[config.mk]
export PLATFORM = sky130hd
export DESIGN_NAME = rr_arb8_ctrl
export DESIGN_NICKNAME = d
export VERILOG_FILES = /design/src/rtl/arb_pkg.sv /design/src/rtl/onehot_dec3.sv /design/src/rtl/rr_arb8_ctrl.sv
export SDC_FILE = /design/constraint.sdc
export NUM_CORES = 1
export LEC_CHECK = 0
export ABC_AREA = 0
export CAP_MARGIN = 20
export CORE_MARGIN = 4
export CORE_UTILIZATION = 50
export DETAILED_ROUTE_END_ITERATION = 10
export GPL_TIMING_DRIVEN = 0
export PLACE_DENSITY_LB_ADDON = 0.2
export SKIP_LAST_GASP = 1
export SYNTH_ARGS = -nofsm -noshare
export SYNTH_HDL_FRONTEND = slang
export SYNTH_SLANG_ARGS = --single-unit
[constraint.sdc]
create_clock -name clk -period 5.65 [get_ports clk]
set_input_delay 0.565 -clock clk [delete_from_list [all_inputs] [get_ports clk]]
set_output_delay 0.565 -clock clk [all_outputs]
set_load 0.01 [all_outputs]
[src/rtl/arb_pkg.sv]
// Shared types and constants for the 8-way round-robin arbiter slice.
package arb_pkg;

  localparam int unsigned IDX_W = 3;
  localparam int unsigned N_REQ = 8;
  localparam int unsigned CNT_W = 8;

  typedef logic [IDX_W-1:0] idx_t;
  typedef logic [CNT_W-1:0] cnt_t;

  typedef enum logic [0:0] {
    IDLE  = 1'b0,
    GRANT = 1'b1
  } state_e;

endpackage

[src/rtl/onehot_dec3.sv]
// 3-to-8 one-hot decoder with enable; output is all-zero when disabled.
module onehot_dec3
  import arb_pkg::*;
(
  input  logic [IDX_W-1:0] idx,
  input  logic             en,
  output logic [N_REQ-1:0] onehot
);

  always_comb begin
    onehot = '0;
    if (en) onehot[idx] = 1'b1;
  end

endmodule

[src/rtl/rr_arb8_ctrl.sv]
// Round-robin arbiter for 8 requesters sharing one one-hot select, with a
// tenure limit that preempts long holders and a mandatory dead cycle per release.
module rr_arb8_ctrl
  import arb_pkg::*;
#(
  parameter int unsigned MAX_HOLD = 16,
  parameter int unsigned N_REQ    = 8
) (
  input  logic             clk,
  input  logic             rst_n,
  input  logic [N_REQ-1:0] req,
  output logic [N_REQ-1:0] gnt,
  output logic [IDX_W-1:0] gnt_idx,
  output logic             gnt_vld,
  output logic             preempt,
  output logic [IDX_W-1:0] ptr
);

  localparam cnt_t MaxHold = cnt_t'(MAX_HOLD);

  state_e state_q, state_d;
  idx_t   idx_q, idx_d;
  idx_t   ptr_q, ptr_d;
  cnt_t   cnt_q, cnt_d;
  logic   pre_q, pre_d;
  logic   timeout;

  // First set request scanning upward from the pointer, wrapping mod 8.
  function automatic idx_t rr_pick(input logic [N_REQ-1:0] r, input idx_t p);
    idx_t w;
    idx_t c;
    logic found;
    w     = p;
    found = 1'b0;
    for (int i = 0; i < 8; i++) begin
      c = p + idx_t'(i);
      if (!found && r[c]) begin
        w     = c;
        found = 1'b1;
      end
    end
    return w;
  endfunction

  assign timeout = (MAX_HOLD != 0) && (cnt_q == MaxHold);

  always_comb begin
    state_d = state_q;
    idx_d   = idx_q;
    ptr_d   = ptr_q;
    cnt_d   = cnt_q;
    pre_d   = 1'b0;
    unique case (state_q)
      IDLE: begin
        if (|req) begin
          idx_d   = rr_pick(req, ptr_q);
          cnt_d   = cnt_t'(1);
          state_d = GRANT;
        end
      end
      GRANT: begin
        if (!req[idx_q] || timeout) begin
          // An owner dropping on the timeout edge counts as a plain release.
          state_d = IDLE;
          ptr_d   = idx_q + idx_t'(1);
          cnt_d   = '0;
          pre_d   = req[idx_q];
        end else if (cnt_q != '1) begin
          cnt_d = cnt_q + cnt_t'(1);
        end
      end
      default: state_d = IDLE;
    endcase
  end

  always_ff @(posedge clk) begin
    if (!rst_n) begin
      state_q <= IDLE;
      idx_q   <= '0;
      ptr_q   <= '0;
      cnt_q   <= '0;
      pre_q   <= 1'b0;
    end else begin
      state_q <= state_d;
      idx_q   <= idx_d;
      ptr_q   <= ptr_d;
      cnt_q   <= cnt_d;
      pre_q   <= pre_d;
    end
  end

  assign gnt_vld = (state_q == GRANT);
  assign gnt_idx = idx_q;
  assign preempt = pre_q;
  assign ptr     = ptr_q;

  onehot_dec3 u_dec (
    .idx    (idx_q),
    .en     (gnt_vld),
    .onehot (gnt)
  );

endmodule

# --- After elaboration in Yosys (flattened, before gate mapping) ---
# Index checks and enable logic that the tools add are counted.
op_classes:
  muxes: 56
  shift: 0
  eq_ne: 4
  bitwise_logic: 1
  reduce_logical: 22
  multipliers: 0
  n_addsub: 9
  div: 0
  order_cmp: 10
op_table:
  columns: ["operator", "n"]
  rows:
  - ["3-bit by 4-bit less-than comparator with 1-bit output, second input constant", 9]
  - ["1-bit 2-to-1 mux", 33]
  - ["8-bit 2-to-1 mux", 4]
  - ["1-bit binary-select mux with 3-bit select", 9]
  - ["3-bit 2-to-1 mux", 7]
  - ["8-bit case mux with 2 select lines", 1]
  - ["3-bit adder, second input constant", 4]
  - ["8-bit by 1-bit adder with 8-bit output, second input constant", 1]
  - ["8-bit by 5-bit equality test with 1-bit output, second input constant", 1]
  - ["1-bit logical AND", 8]
  - ["1-bit logical NOT", 8]
  - ["8-bit != test, second input constant", 1]
  - ["8-bit OR reduction", 1]
  - ["3-bit by 1-bit adder with 3-bit output, second input constant", 2]
  - ["3-bit by 2-bit adder with 3-bit output, second input constant", 2]
  - ["2-bit AND reduction", 3]
  - ["1-bit demux with 3-bit select", 1]
  - ["3-bit by 1-bit greater-or-equal comparator with 1-bit output, second input constant", 1]
  - ["3-bit by 1-bit != test with 1-bit output, second input constant", 1]
  - ["3-bit AND reduction", 1]
  - ["2-bit != test, second input constant", 1]
  - ["1-bit case mux with 2 select lines", 1]
  - ["1-bit logical OR", 1]
  - ["1-bit NOT", 1]
word_totals:
  ramBits: 0
  wordCells: 107
  latch_bits: 0
  mem_bits_ro: 0
  memories: 0
  out_inout_bits: 16
  reg_bits: 16
  inputBits: 10

# --- Depth between registers and ports, before layout ---
# Gate-level depths: netlist (run 1).
depth:
  word_depth: 38
  ltp_mapped: 12
  ltp_nobuf: 8

# --- Cells and area by module ---
# A second synthesis (run 1) with hierarchy kept.
hier_totals:
  hier_cells: 183
  area_unflattened_um2: 1702.9
modules_own_cells:
  columns: ["mod", "cells_each", "n_inst", "area_per_inst_um2"]
  rows:
  - ["rr_arb8_ctrl", 175, 1, 1607.8]
  - ["onehot_dec3", 8, 1, 95.1]

# --- Worst setup path before layout (run 1) ---
# OpenSTA, ideal clock, no wires.
synth_path:
  path_type: "register -> register"
  from: "register ptr_q[0], in the netlist ptr[0]"
  to: "register idx_q[2], in the netlist gnt_idx[2]"
  path_slack_ps: 2398
  path_stages_with_launch: 12
  t_required_ps: 5523
  path_buffers: 3
  period_less_slack_ps: 3252
  t_arrival_ps: 3125
  path_cell_list: "dfxtp_1 buf_6 buf_2 clkinv_1 ha_1 buf_2 mux4_2 mux2i_1 nand3_1 or4_1 a32oi_1 o32ai_1"
synth_between:
  elab_chain_cells: 38
  word_cells_on_any_way: 65
  classes_between: "add/sub: 7; mux: 44; reduce/logical: 14"
synth_rtl:
  columns: ["element", "line", "source"]
  rows:
  - ["from (decl)", "rr_arb8_ctrl.sv:23", "idx_t ptr_q, ptr_d;"]
  - ["from (signal assigned)", "rr_arb8_ctrl.sv:86", "ptr_q <= ptr_d;"]
  - ["1-bit binary-select mux with 3-bit select", "rr_arb8_ctrl.sv:37", "if (!found && r[c]) begin"]
  - ["1-bit 2-to-1 mux (implied by the code)", "rr_arb8_ctrl.sv:37", null]
  - ["1-bit 2-to-1 mux", "rr_arb8_ctrl.sv:37", null]
  - ["1-bit 2-to-1 mux", "rr_arb8_ctrl.sv:55", "if (|req) begin"]
  - ["1-bit 2-to-1 mux", "rr_arb8_ctrl.sv:53", "unique case (state_q)"]
  - ["1-bit logical NOT", "rr_arb8_ctrl.sv:37", null]
  - ["1-bit logical AND", "rr_arb8_ctrl.sv:37", null]
  - ["1-bit 2-to-1 mux", "rr_arb8_ctrl.sv:37", null]
  - ["(+22 left out)", null, null]
  - ["1-bit logical NOT", "rr_arb8_ctrl.sv:37", null]
  - ["1-bit logical AND", "rr_arb8_ctrl.sv:37", null]
  - ["1-bit 2-to-1 mux", "rr_arb8_ctrl.sv:37", null]
  - ["1-bit 2-to-1 mux", "rr_arb8_ctrl.sv:55", null]
  - ["1-bit 2-to-1 mux", "rr_arb8_ctrl.sv:53", null]
  - ["1-bit logical NOT", "rr_arb8_ctrl.sv:37", null]
  - ["1-bit logical AND", "rr_arb8_ctrl.sv:37", null]
  - ["3-bit 2-to-1 mux (*)", "rr_arb8_ctrl.sv:37", null]
  - ["to (signal assigned)", "rr_arb8_ctrl.sv:85", "idx_q <= idx_d;"]
  - ["to (decl)", "rr_arb8_ctrl.sv:22", "idx_t idx_q, idx_d;"]
# Every way passes the cells marked *; elsewhere a longest branch is shown, timed or not. The select of a mux whose other input is x is not followed.
# A chain may end at the register's enable or synchronous reset.

# --- Final worst setup path (run 1) ---
# Ends and elaborated chain as after synthesis.

==> results of run 1 <==
## final timing paths
kind / to / slack, ns / depth (start not counted)
hold reg to reg: cnt_q[1] / 0.51 / 2
hold / removal: cnt_q[1] / 0.51 / 2
setup reg to reg: gnt_idx[2] / 1.97 / 11
setup / recovery: gnt_idx[2] / 1.97 / 11
## power by group through the flow
stage	Combinational, mW	Clock (mW)	Sequential (mW)
global placement	0.424	0	0.149
global route	0.475	0.110	0.150
CTS	0.432	0.104	0.146
finish	0.433	0.101	0.146
floorplan	0.314	0	0.150
detailed placement	0.430	0	0.149
## per-stage QoR
stage	cell area, µm²	utilization	hold WS [ns]
after global placement	2140	0.622	0.497
after detailed placement	2140	0.622	0.499
after floorplan	1830	-	0.473
after CTS	2190	0.638	0.512
final	2190	0.638	0.512
after global routing	2190	0.638	0.547
## layer usage
layer  global-route usage  wire length, µm  vias to the layer above
li1                     -                -                      859
met1                0.330             2150                      857
met2                0.327             2120                       62
met3               0.0535              370                        6
met4               0.0422               42                        0
met5                    0                0                        -
## cells in the mapped netlist (2+ instances only)
cell,count
a211oi_1,5
a21oi_1,8
a32oi_1,3
and2_1,3
buf_2,6
clkbuf_1,3
dfxtp_1,16
ha_1,5
inv_1,7
mux2_2,8
mux2i_1,12
mux4_2,16
nand2_1,16
nand2b_1,2
nand3_1,9
nand4_1,2
nor2_1,26
nor3_1,7
nor4_1,3
o211ai_1,3
o21a_1,2
o21ai_0,3
o32ai_1,2
or4_1,5
xnor2_1,10
xor2_1,2
## worst max-delay path, stage by stage, from the launching register on
cell and delay (ns):
dfxtp_1 0.37, buf_6 0.15, buf_2 0.25, clkinv_1 0.31
ha_1 0.37, buf_2 0.25, mux4_2 0.61, mux2i_1 0.31
nand3_1 0.15, or4_1 0.47, a32oi_1 0.22, o32ai_1 0.10
## layout make-up
class                      instances  area (µm²)
multi-input combinational        173        1430
fill                             300        1250
sequential                        16         320
timing repair buffer              25         250
tap                               46        57.6
clock buffer                       4        55.1
buffer                            10        52.6
inverter                           8        30.0
## cells in the final DEF (no fill, tap or decap), types with 2 or more instances in the layout
cell,n
xor2_1,2
nor3_1,7
inv_1,7
o211ai_1,3
nand2_1,16
nand2b_1,2
clkbuf_1,3
or4_1,5
ha_1,5
mux4_2,16
o21ai_0,3
and2_1,3
buf_2,6
o32ai_1,2
mux2_2,8
nor2_1,26
a21oi_1,8
a32oi_1,3
dfxtp_1,16
nor4_1,3
xnor2_1,10
o21a_1,2
a211oi_1,5
mux2i_1,12
clkbuf_8,4
clkdlybuf4s50_1,25
nand3_1,9
nand4_1,2
## cells by family after synthesis
family / count (synthesis)
AOI/OAI and AO/OA: 39
xor gates and xnor gates: 12
adders and majority gates: 5
buffers and inverters: 18
DFF: 16
muxes: 37
and+or+nand+nor: 80
## registers in the layout, summed over array words and instances (netlist names)
| signal | flops |
|---|---|
| ptr | 3 |
| gnt_vld | 1 |
| preempt | 1 |
| gnt_idx | 3 |
| cnt_q | 8 |
==> impl_metrics.toml, run 1 <==
[cts]
cts_tree = "yes"
clock_latency_ns = 0.25
clkSinkCount = 16
htreeDepth = 1
postCtsSetupRepairBufs = 0
path_clk_slew_ns = 0.06
clock_path_buffers = 2
ctsResizeCount = 0
cts_inserted_buffers = 3
root_buffer = "clkbuf_8"
ctsHoldBuffers = 0

[timing]
period_share = 0.652
fin_skew_ns = 0.00318
clock.fmax_mhz = 272
tns_ns = 0
rsz0062_at_grt = "false"
finalHoldViolCount = 0
fin_crit_ns = 3.68
slew_viol_final = 0
tightestPinTransition_ns = 0.578
setup_viol = 0
fin_ws_ns = 1.97
relSlewSlack = 0.612

[logic_synthesis]
synth_area_leaders = "mux4_2 (20%), dfxtp_1 (17%), mux2i_1 (6.6%), nor2_1 (5.3%), mux2_2 (4.9%)"
ys.flop_type = "dfxtp_1"
yosysWarnings = 0
synthAdderAreaFrac = 0.0342
synth_mux_area_frac = 0.320
synth-seq-cells = 16
synth_top_area_share = 0.197
synth_top_area_cell = "mux4_2"
syn_nets = 222
ys_async_sr_fraction = 0
synth_compound_gate_area_share = 0.155
synth.cell_area_um2 = 1830
synth_area_per_cell_um2 = 8.85
synth_top_family_by_area = "multiplexers"
synthSimpleGateAreaFrac = 0.214
synth_edf_count = 0
synth_xor_area_frac = 0.0574
synth_seq_area_share = 0.175
synth_cells = 207
yosysUniqueCellTypes = 49

[floorplanning]
design.die.area_um2 = 4700
start_util = 0.532
die_w_um = 68.5
core_um2 = 3440
fp.dieH_um = 68.5
rows = 21
ios = 26

[pwr]
peakVddDrop_mv = 0.160
seqPwrFrac = 0.215
intPower_uw = 391
clkPwrFrac = 0.149
finalPower_uw = 681
power_per_cell_area_nw_per_um2 = 310
power_leakage_nw = 0.761
combPwrFrac = 0.636
switchingPower_uw = 290
swShare = 0.426

[detailed_routing]
route.detailed.drc = 0
drtPass1Iterations = 6
wirelength_um = 4690
first_iter_violations = 121
vias = 1784
viasPerCell = 6.33
route.detailed.wl_per_inst_um = 16.6
ant_nets = 0

[global_route]
grt-ovfl-total = 0
grt_pass1_vias = 1624
antenna_found_initial = 0
grt_pass1_wl_um = 8000
grt_max_degree = 11
track_usage = 0.222

[worst_hold_path]
hp-class = "reg2reg"
min_from = "cnt_q[1]"

[worst_setup_path]
crit_fanout = 10
worstSetupStartpoint = "ptr[0]"
start_kind = "register"
critPathRequiredTime_ns = 5.78
worstReg2RegStart = "ptr[0]"
endpoint_kind = "register"
critPathKind = "reg2reg"
crit_arrival_ns = 3.81

[finish]
stdcell_count = 282
nets = 252
synthToLayoutAreaGrowth_pct = 19.8
drive_gt1_frac = 0.157
insertedDiodeCount = 0

[placed_design]
numPortBuffers = 25
post-place-ws_ns = 2.00
dp.cells = 278
place_hpwl_um = 3570
gp_congestion = 0.942

[status]
status = "finished clean"

[run]
maxCapViolations = 0
Power figures use the tool's default switching activity.
==> inputs of run 2 (changes only) <==
- clock period: 5.65 -> 3.15 ns (I/O delays scaled with it)
==> run 2 against run 1 <==
Net effect:
- largest power group unchanged
- clock skew down 0.0027 ns
- utilization up 1.3 points
- register-to-register slack worse by 1.9 ns
- total power grew 82%
- fmax rose by 21%
- critical path type unchanged
- highest routed layer unchanged
- sequential share of layout area decreased by 0.23 points
- routed wire length down 1.6%
- clock power grew 48%
- largest cell class unchanged
==> impl_metrics.toml, run 2 (synthesis results as in run 1) <==
[floorplanning]
design.die.area_um2 = 4700
fp.dieH_um = 68.5
ios = 26
die_w_um = 68.5
rows = 21
start_util = 0.532
core_um2 = 3440

[detailed_routing]
drtPass1Iterations = 4
vias = 1753
first_iter_violations = 169
route.detailed.wl_per_inst_um = 16.4
route.detailed.drc = 0
wirelength_um = 4610
ant_nets = 0
viasPerCell = 6.22

[pwr]
peakVddDrop_mv = 0.395
power_per_cell_area_nw_per_um2 = 555
power_leakage_nw = 0.764
finalPower_mw = 1.24

[cts]
cts_inserted_buffers = 3
htreeDepth = 1
root_buffer = "clkbuf_8"
cts_tree = "yes"
clock_latency_ns = 0.24
path_clk_slew_ns = 0.06
clock_path_buffers = 2
clkSinkCount = 16

[finish]
synthToLayoutAreaGrowth_pct = 22.2
mostFrequentLayoutCell = "nor2_1"
stdcell_area_um2 = 2240
largest_register_ffs = 8
nets = 253
insertedDiodeCount = 0
drive_gt1_frac = 0.182
final_cell_mix = "nor2_1 (26), clkdlybuf4s50_1 (25), nand2_1 (16), mux4_2 (16), dfxtp_1 (15)"
top_register = "cnt_q"
fillers = 287

[global_route]
grt_pass1_vias = 1560
grt-ovfl-total = 0
grt_pass1_wl_um = 7620
antenna_found_initial = 0
grt_max_degree = 11
track_usage = 0.213

[worst_setup_path]
critPathKind = "reg2reg"
reg2reg_depth = 11
r2r_slack_ns = 0.12
worstReg2RegStart = "ptr[0]"
crit_fanout = 10
crit_arrival_ns = 3.16
rr_endpoint = "gnt_idx[2]"
start_kind = "register"
critPathRequiredTime_ns = 3.27
endpoint_kind = "register"

[timing]
relSlewSlack = 0.604
tns_ns = 0
tightestPinTransition_ns = 0.590
fin_skew_ns = 0.000524
clock.fmax_mhz = 330
period_share = 0.963
slew_viol_final = 0
fin_crit_ns = 3.03
setup_viol = 0
finalHoldViolCount = 0

[worst_hold_path]
min_from = "cnt_q[1]"
hold_end = "cnt_q[1]"
hp-class = "reg2reg"
holdPathStages = 2

[placed_design]
gp_congestion = 0.955
place_hpwl_um = 3400
place_area_um2 = 2140
numPortBuffers = 25

[run]
maxCapViolations = 0

[status]
status = "finished clean"
[run 2: cell count changes in the layout (fill, tap and decap cells not counted), moves of 2 or more]
cell     before  now
buf_2         6    2
buf_4         0    2
buf_6         1    3
mux2i_1      12   10
[run 2: cell type report]
type | count | area [µm²] | share of cell area
Buffer | 10 | 70.1 | 0.0313
Clock buffer | 3 | 41.3 | 0.0184
Sequential cell | 16 | 322 | 0.144
Multi-Input combinational cell | 173 | 1460 | 0.650
Tap cell | 46 | 57.6 | 0.0257
Timing Repair Buffer | 26 | 258 | 0.115
Inverter | 8 | 35.0 | 0.0157
[run 2: power breakdown]
| part | internal, mW | switching [mW] | leakage (nW) |
|---|---|---|---|
| Combinational | 0.398 | 0.432 | 0.612 |
| Clock | 0.0846 | 0.0646 | 0.0216 |
| Sequential | 0.227 | 0.0358 | 0.131 |
[run 2: worst max path at each step]
| stage | slack [ns] | cells past startpoint | endpoint | from |
|---|---|---|---|---|
| floorplan | 0.0008 | 11 | gnt_idx[2] | ptr[0] |
| global route | -0.002 | 11 | gnt_idx[2] | ptr[0] |
| finish | 0.12 | 11 | gnt_idx[2] | ptr[0] |
| detailed placement | -0.32 | 11 | gnt_idx[2] | ptr[0] |
| CTS | 0.02 | 10 | gnt_idx[2] | ptr[1] |
| global placement | -0.32 | 11 | gnt_idx[2] | ptr[0] |
[run 2: per-stage QoR]
step | setup slack (ns) | hold slack (ns) | instances | util
floorplan | 0.000841 | 0.455 | 207 | -
global placement | -0.315 | 0.493 | 278 | 0.622
detailed placement | -0.323 | 0.496 | 278 | 0.622
CTS | 0.0224 | 0.507 | 281 | 0.644
global route | -0.00188 | 0.554 | 282 | 0.650
finish | 0.116 | 0.503 | 282 | 0.650
[run 2: worst max-delay path, cell delays in order (launching register included)]
cell and delay (ns):
dfxtp_2 0.35, buf_6 0.13, buf_6 0.16, clkinv_4 0.11
ha_1 0.31, buf_6 0.16, mux4_2 0.60, mux2i_4 0.21
nand3_1 0.11, or4_1 0.46, a32oi_1 0.21, o32ai_1 0.10
[run 2: repair_timing]
action,4_1_cts,5_1_grt
gates resized for setup,8,6
hold buffers,0,0
pin swaps,0,1
setup buffers,0,1
endpoints found under the setup margin,3,3
[run 2: routing by layer]
metal / global-route usage / vias up / wire, µm
met5: 0 / - / 0
met4: 0.0521 / 0 / 68
met3: 0.0405 / 8 / 327
met2: 0.316 / 70 / 2020
met1: 0.316 / 814 / 2190
li1: - / 861 / -
